[config.mk]
export PLATFORM = sky130hd
export DESIGN_NAME = csr_timer_flat
export DESIGN_NICKNAME = d
export VERILOG_FILES = /design/src/rtl/csr_timer_if.sv /design/src/rtl/csr_timer.sv /design/src/flat_wrapper.sv
export SDC_FILE = /design/constraint.sdc
export NUM_CORES = 1
export LEC_CHECK = 0
export ABC_AREA = 1
export ABC_CLOCK_PERIOD_IN_PS = 1790
export CAP_MARGIN = 30
export CORE_MARGIN = 2
export CORE_UTILIZATION = 47
export CTS_BUF_LIST = sky130_fd_sc_hd__clkbuf_8 sky130_fd_sc_hd__clkbuf_16
export CTS_CLUSTER_SIZE = 14
export DETAILED_ROUTE_END_ITERATION = 7
export MAX_ROUTING_LAYER = met4
export PLACE_DENSITY = 0.84
export SLEW_MARGIN = 20
export SYNTH_ARGS = -nofsm -noshare
export SYNTH_HDL_FRONTEND = slang
export SYNTH_SLANG_ARGS = --single-unit
[constraint.sdc]
create_clock -name clk -period 1.79 [get_ports clk]
set_input_delay 0.358 -clock clk [delete_from_list [all_inputs] [get_ports clk]]
set_output_delay 0.358 -clock clk [all_outputs]
set_load 0.05 [all_outputs]
[src/rtl/csr_timer_if.sv]
// CSR-side port bundle of the constant timer: TCFG/TICLR write strobes and
// data from the csrwr/csrxchg path, plus TCFG/TVAL/TI back to the CSR read mux.
interface csr_timer_if;

  // Write path from the CSR write logic (masking already applied upstream).
  logic        tcfg_we;
  logic [31:0] tcfg_wdata;
  logic        ticlr_we;
  logic [31:0] ticlr_wdata;

  // Read path to the CSR read mux and the exception unit.
  logic [31:0] tcfg;
  logic [31:0] tval;
  logic        timer_int;

  // CSR write logic side.
  modport master (
    output tcfg_we,
    output tcfg_wdata,
    output ticlr_we,
    output ticlr_wdata,
    input  tcfg,
    input  tval,
    input  timer_int
  );

  // Timer side.
  modport slave (
    input  tcfg_we,
    input  tcfg_wdata,
    input  ticlr_we,
    input  ticlr_wdata,
    output tcfg,
    output tval,
    output timer_int
  );

endinterface

[src/rtl/csr_timer.sv]
// LoongArch32 constant timer: holds CSR.TCFG, counts CSR.TVAL down and raises
// the level timer interrupt TI (ESTAT.IS[11]). TICLR.CLR clears TI.
//
// TCFG layout (TIMER_WIDTH = n, legal range 8..32):
//   bit 0      En        start counting after the write
//   bit 1      Periodic  reload on expiry instead of halting
//   [n-1:2]    InitVal   reload value is {InitVal, 2'b00}
module csr_timer #(
  parameter int unsigned TIMER_WIDTH = 32
) (
  input  logic        clk,
  input  logic        rst_n,
  csr_timer_if.slave  bus
);

  localparam int unsigned W = TIMER_WIDTH;

  typedef logic [W-1:0] cnt_t;

  // Counter run state: RUN decrements every cycle, HALT holds TVAL.
  typedef enum logic {
    ST_HALT = 1'b0,
    ST_RUN  = 1'b1
  } run_e;

  // Reload value derived from a TCFG image: InitVal with two zero LSBs.
  function automatic cnt_t reload_of(input cnt_t cfg);
    return {cfg[W-1:2], 2'b00};
  endfunction

  cnt_t tcfg_q;
  cnt_t tval_q;
  run_e run_q;
  logic ti_q;

  cnt_t new_cfg;
  logic at_zero;
  logic expire;
  logic ti_clear;

  // Only the low n bits of TCFG exist; the rest read as zero. Only
  // TICLR.CLR carries meaning. The leftover bits feed this reduction so
  // they are visibly consumed.
  logic unused_wdata_bits;
  assign unused_wdata_bits = ^{bus.ticlr_wdata[31:1], bus.tcfg_wdata};

  // Decode the write/clear requests and the expiry condition.
  always_comb begin
    // NOTE: every combinational output gets a default first, so no path
    // leaves a signal unassigned and no latch is inferred.
    new_cfg  = bus.tcfg_wdata[W-1:0];
    at_zero  = (tval_q == '0);
    // Expiry depends only on the old counter state; a TCFG write in the
    // same cycle still raises TI but takes over TVAL and the run state.
    expire   = (run_q == ST_RUN) && at_zero;
    ti_clear = bus.ticlr_we && bus.ticlr_wdata[0];
  end

  // TCFG image, countdown value and run state.
  always_ff @(posedge clk or negedge rst_n) begin
    if (!rst_n) begin
      tcfg_q <= '0;
      tval_q <= '0;
      run_q  <= ST_HALT;
    end else if (bus.tcfg_we) begin
      // NOTE: sequential state uses non-blocking assignments so every
      // register samples pre-edge values regardless of statement order.
      tcfg_q <= new_cfg;
      tval_q <= reload_of(new_cfg);
      run_q  <= new_cfg[0] ? ST_RUN : ST_HALT;
    end else if (run_q == ST_RUN) begin
      if (at_zero) begin
        if (tcfg_q[1]) begin
          // Periodic: restart from the reload value, keep running.
          tval_q <= reload_of(tcfg_q);
        end else begin
          // One-shot: park at all-ones and stop.
          tval_q <= '1;
          run_q  <= ST_HALT;
        end
      end else begin
        tval_q <= tval_q - cnt_t'(1);
      end
    end
  end

  // Interrupt pending flag: set on expiry, cleared by TICLR.CLR; set wins
  // so a tick landing on the clear cycle is never lost.
  always_ff @(posedge clk or negedge rst_n) begin
    if (!rst_n) begin
      ti_q <= 1'b0;
    end else if (expire) begin
      ti_q <= 1'b1;
    end else if (ti_clear) begin
      ti_q <= 1'b0;
    end
  end

  // Registered state straight to the read mux, zero-extended to 32 bits.
  assign bus.tcfg      = 32'(tcfg_q);
  assign bus.tval      = 32'(tval_q);
  assign bus.timer_int = ti_q;

endmodule

[src/flat_wrapper.sv]
// flat-port wrapper written by rule: the top's interface ports become plain ports
module csr_timer_flat 
#(
  parameter int unsigned TIMER_WIDTH = 32
)
  (clk, rst_n, bus_tcfg_we, bus_tcfg_wdata, bus_ticlr_we, bus_ticlr_wdata, bus_tcfg, bus_tval, bus_timer_int);
  csr_timer_if bus_i ();
  input  logic clk;
  input  logic rst_n;
  input wire logic [$bits(bus_i.tcfg_we)-1:0] bus_tcfg_we;
  input wire logic [$bits(bus_i.tcfg_wdata)-1:0] bus_tcfg_wdata;
  input wire logic [$bits(bus_i.ticlr_we)-1:0] bus_ticlr_we;
  input wire logic [$bits(bus_i.ticlr_wdata)-1:0] bus_ticlr_wdata;
  output wire logic [$bits(bus_i.tcfg)-1:0] bus_tcfg;
  output wire logic [$bits(bus_i.tval)-1:0] bus_tval;
  output wire logic [$bits(bus_i.timer_int)-1:0] bus_timer_int;
  assign bus_i.tcfg_we = bus_tcfg_we;
  assign bus_i.tcfg_wdata = bus_tcfg_wdata;
  assign bus_i.ticlr_we = bus_ticlr_we;
  assign bus_i.ticlr_wdata = bus_ticlr_wdata;
  assign bus_tcfg = bus_i.tcfg;
  assign bus_tval = bus_i.tval;
  assign bus_timer_int = bus_i.timer_int;
  csr_timer #(.TIMER_WIDTH(TIMER_WIDTH)) u_core (.clk(clk), .rst_n(rst_n), .bus(bus_i));
endmodule
==> impl_metrics.ini <==
[setup_path]
worst_r2r_endpoint = u_core.bus.tval[3]
crit_path_end = u_core.bus.tval[3]
worst_ep_arrival_time_ns = 2.06
rr_startpoint = u_core.bus.tval[7]
worstSetupStartpoint = u_core.bus.tval[7]
r2r.worst_path.cells = 10
reg2reg_slack_ns = 0.03
crit_required_ns = 2.09
timing.critical_path.from_type = flip-flop
crit_type = reg -> reg
critPathCaptureType = flip-flop
path_max_fanout = 7

[floorplan]
row_count = 34
die_w_um = 97.20
floorplan.core_area_mm2 = 0.008551
design.portCount = 133
dieArea_mm2 = 0.009448
floorplan.die.height_um = 97.20
floorplan.initialDensity = 0.4775

[logic_synthesis]
synth.distinct_cells = 28
synth.yosys.warnings = 0
synth_async_sr_flop_share = 1.000
yosys.area.top_type = dfrtp_1
area_share_of_the_largest_cell_type_after_synthesis = 0.4045
yosys-top-cells-area = dfrtp_1 40%, nand2_1 17%, nor2_1 6.2%
netlist_area_mm2 = 0.004083
syn_inst_count = 580
synth.avg_cell_area_um2 = 7.039
ys_seq_elements = 66
netlist_top_cells_count = 190 x nand2_1, 67 x nor2_1, 66 x dfrtp_1
yosysMostFrequentCell = nand2_1
synth_edf_count = 0
postSynth.topFlopCell = dfrtp_1
yosysSeqAreaShare = 0.4045
post_synthesis_net_count = 650

[clock_network]
cts.sinks = 66
clock_tree.buffer_depth = 2
ctsHtreeMaxLevel = 3
tritoncts = done
tritoncts.num_buffers = 9
clk_pin_slew_worst_paths_ns = 0.08
cts.root.buffer_cell = clkbuf_8
clock_latency_on_the_worst_skew_pair_ns = 0.36

[status]
outcome = complete, no violations

[cells_and_area]
instances_no_fill = 855
finalNetCount = 812
n_antenna_cell = 0
fill_cells = 714
flow.area_growth_from_synthesis_pct = 45.63
ratio_of_cells_with_drive_above_1_in_the_final_layout = 0.2878

[sta]
timing.slew.headroom = 0.6035
final-hold-violation-count = 0
finClkSkew_ns = 0.01571
layout_min_cycle_time_ns = 1.759
finalMaxSlewViolations = 0
fmax_mhz = 568.4
fin_setup_tns_ns = 0
worstMarginPinSlew_ns = 0.5941
rsz_0062_raised_after_global_routing = yes
setup_violations = 0
layout_worst_path_cycle_share = 0.9829

[grt]
grt_overflow_total = 0
grt_overall_usage = 0.2915
grt_antenna_before_repair = 0
grt_first_pass_wirelength_um = 21500
maximum_number_of_pins_on_one_net_before_global_route_repair = 32
first_global_vias = 4329

[place]
hpwlAfterDp_um = 9823
gp_congestion = 0.9563
numPlacedInstances = 824
port-buffer-count = 101

[power]
power.density_cell_area_mw_per_mm2 = 987.8
leakagePower_nw = 2.966
vdd_ir_drop_max_v = 0.0005571

[hold_path]
min_path_type = in -> reg
hold_start = bus_tcfg_we

[drt]
first_pass_iters = 4
dr.first_iter.drc_count = 266
drc = 0
avgViaCountPerCell = 5.153
wl_per_cell_um = 15.67
total_length_of_routed_wires_um = 13400
vias = 4406
ant_nets = 0

[job]
timing.max_cap.violations = 0
[sequential cells by signal (all words and copies together) (netlist names)]
signal / count
u_core.bus.timer_int: 1
u_core.bus.tcfg: 32
u_core.run_q: 1
u_core.bus.tval: 32
[routing by layer]
layer  vias to the layer above  track usage  wire length, um
met3                        20      0.03813              678
met2                       147       0.4685             6429
met1                      2081       0.3828             6013
met4                         0       0.1008              278
met5                         -            -                0
li1                       2158            -                -
[logic make-up after synthesis]
family | synth area share
AO/OA/AOI/OAI | 0.1189
XOR/XNOR | 0.01931
adder cells (fa/ha/maj) | 0.006128
buffers and inverters | 0.08213
flip-flops | 0.4045
AND/OR/NAND/NOR | 0.3690
[area by class of cell]
type                            count  area [um2]  area share
Clock buffer                       10       137.6     0.02315
Timing Repair Buffer              166        1391      0.2340
Tap cell                          108       135.1     0.02273
Multi-Input combinational cell    437        2226      0.3744
Inverter                           62       257.7     0.04335
Sequential cell                    66        1660      0.2793
Clock inverter                      6       137.6     0.02315
[per-stage QoR]
step,hold WS (ns),worst slack [ns],total power [mW],cell area [um2],util
2_1_floorplan,0.06241,0.02002,3.127,4085,-
3_3_place_gp,0.2934,0.01463,3.963,5416,0.6335
3_5_place_dp,0.3038,-0.06994,3.996,5416,0.6335
4_1_cts,0.3107,0.0007288,5.743,5729,0.6700
5_1_grt,0.3348,-0.06202,6.149,5946,0.6953
6_report,0.3150,0.03059,5.873,5946,0.6953
[what timing repair did]
item / in CTS / in global routing
resized for setup: 6 / 43
setup endpoints to repair: 17 / 33
pin swaps: 0 / 15
gates cloned: 1 / 1
endpoints found under the hold margin: 14 / 0
setup buffers: 0 / 12
hold buffers: 1 / 0
[critical path, stage by stage (launching register included)]
cell     delay, ns
dfrtp_2       0.45
nor2_4        0.16
buf_4         0.13
nand2_2       0.08
inv_1         0.07
nand3_1       0.07
nor2_2        0.19
nand2_2       0.23
a21oi_1       0.19
nand2_1       0.07
nand2_1       0.06
[cell usage in the layout, fill, tap and decap left out, types with 5 or more instances in the layout]
master / Yosys / layout
a21boi_0: 29 / 29
dfrtp_2: 0 / 7
nor2_2: 12 / 20
clkbuf_8: 0 / 10
nand3_1: 50 / 49
xor2_1: 5 / 5
o21ai_1: 5 / 5
inv_1: 58 / 54
buf_4: 2 / 124
nand2_2: 3 / 11
nor2_1: 67 / 54
dfrtp_1: 66 / 59
a21oi_1: 5 / 5
o21ai_0: 41 / 38
nand2_1: 190 / 183
nand3b_1: 5 / 5
buf_12: 0 / 5
nor2_4: 7 / 12
clkdlybuf4s50_1: 0 / 34
[report_power, final]
part	leakage (nW)	total [mW]	switching [mW]	internal [mW]
Clock	0.137	1.74	0.630	1.11
Combinational	2.04	2.29	1.45	0.843
Sequential	0.792	1.84	0.171	1.67
Total	2.97	5.87	2.25	3.62
[how the worst min path moves through the flow]
stage / end / slack [ns] / depth (start not counted)
detailed placement: u_core.bus.tcfg[5] / 0.30 / 1
finish: u_core.bus.tcfg[0] / 0.32 / 3
floorplan: u_core.bus.tcfg[0] / 0.06 / 0
CTS: u_core.bus.tcfg[0] / 0.31 / 3
global route: u_core.run_q / 0.33 / 3
global placement: u_core.bus.tcfg[5] / 0.29 / 1
Power figures use the tool's default switching activity.
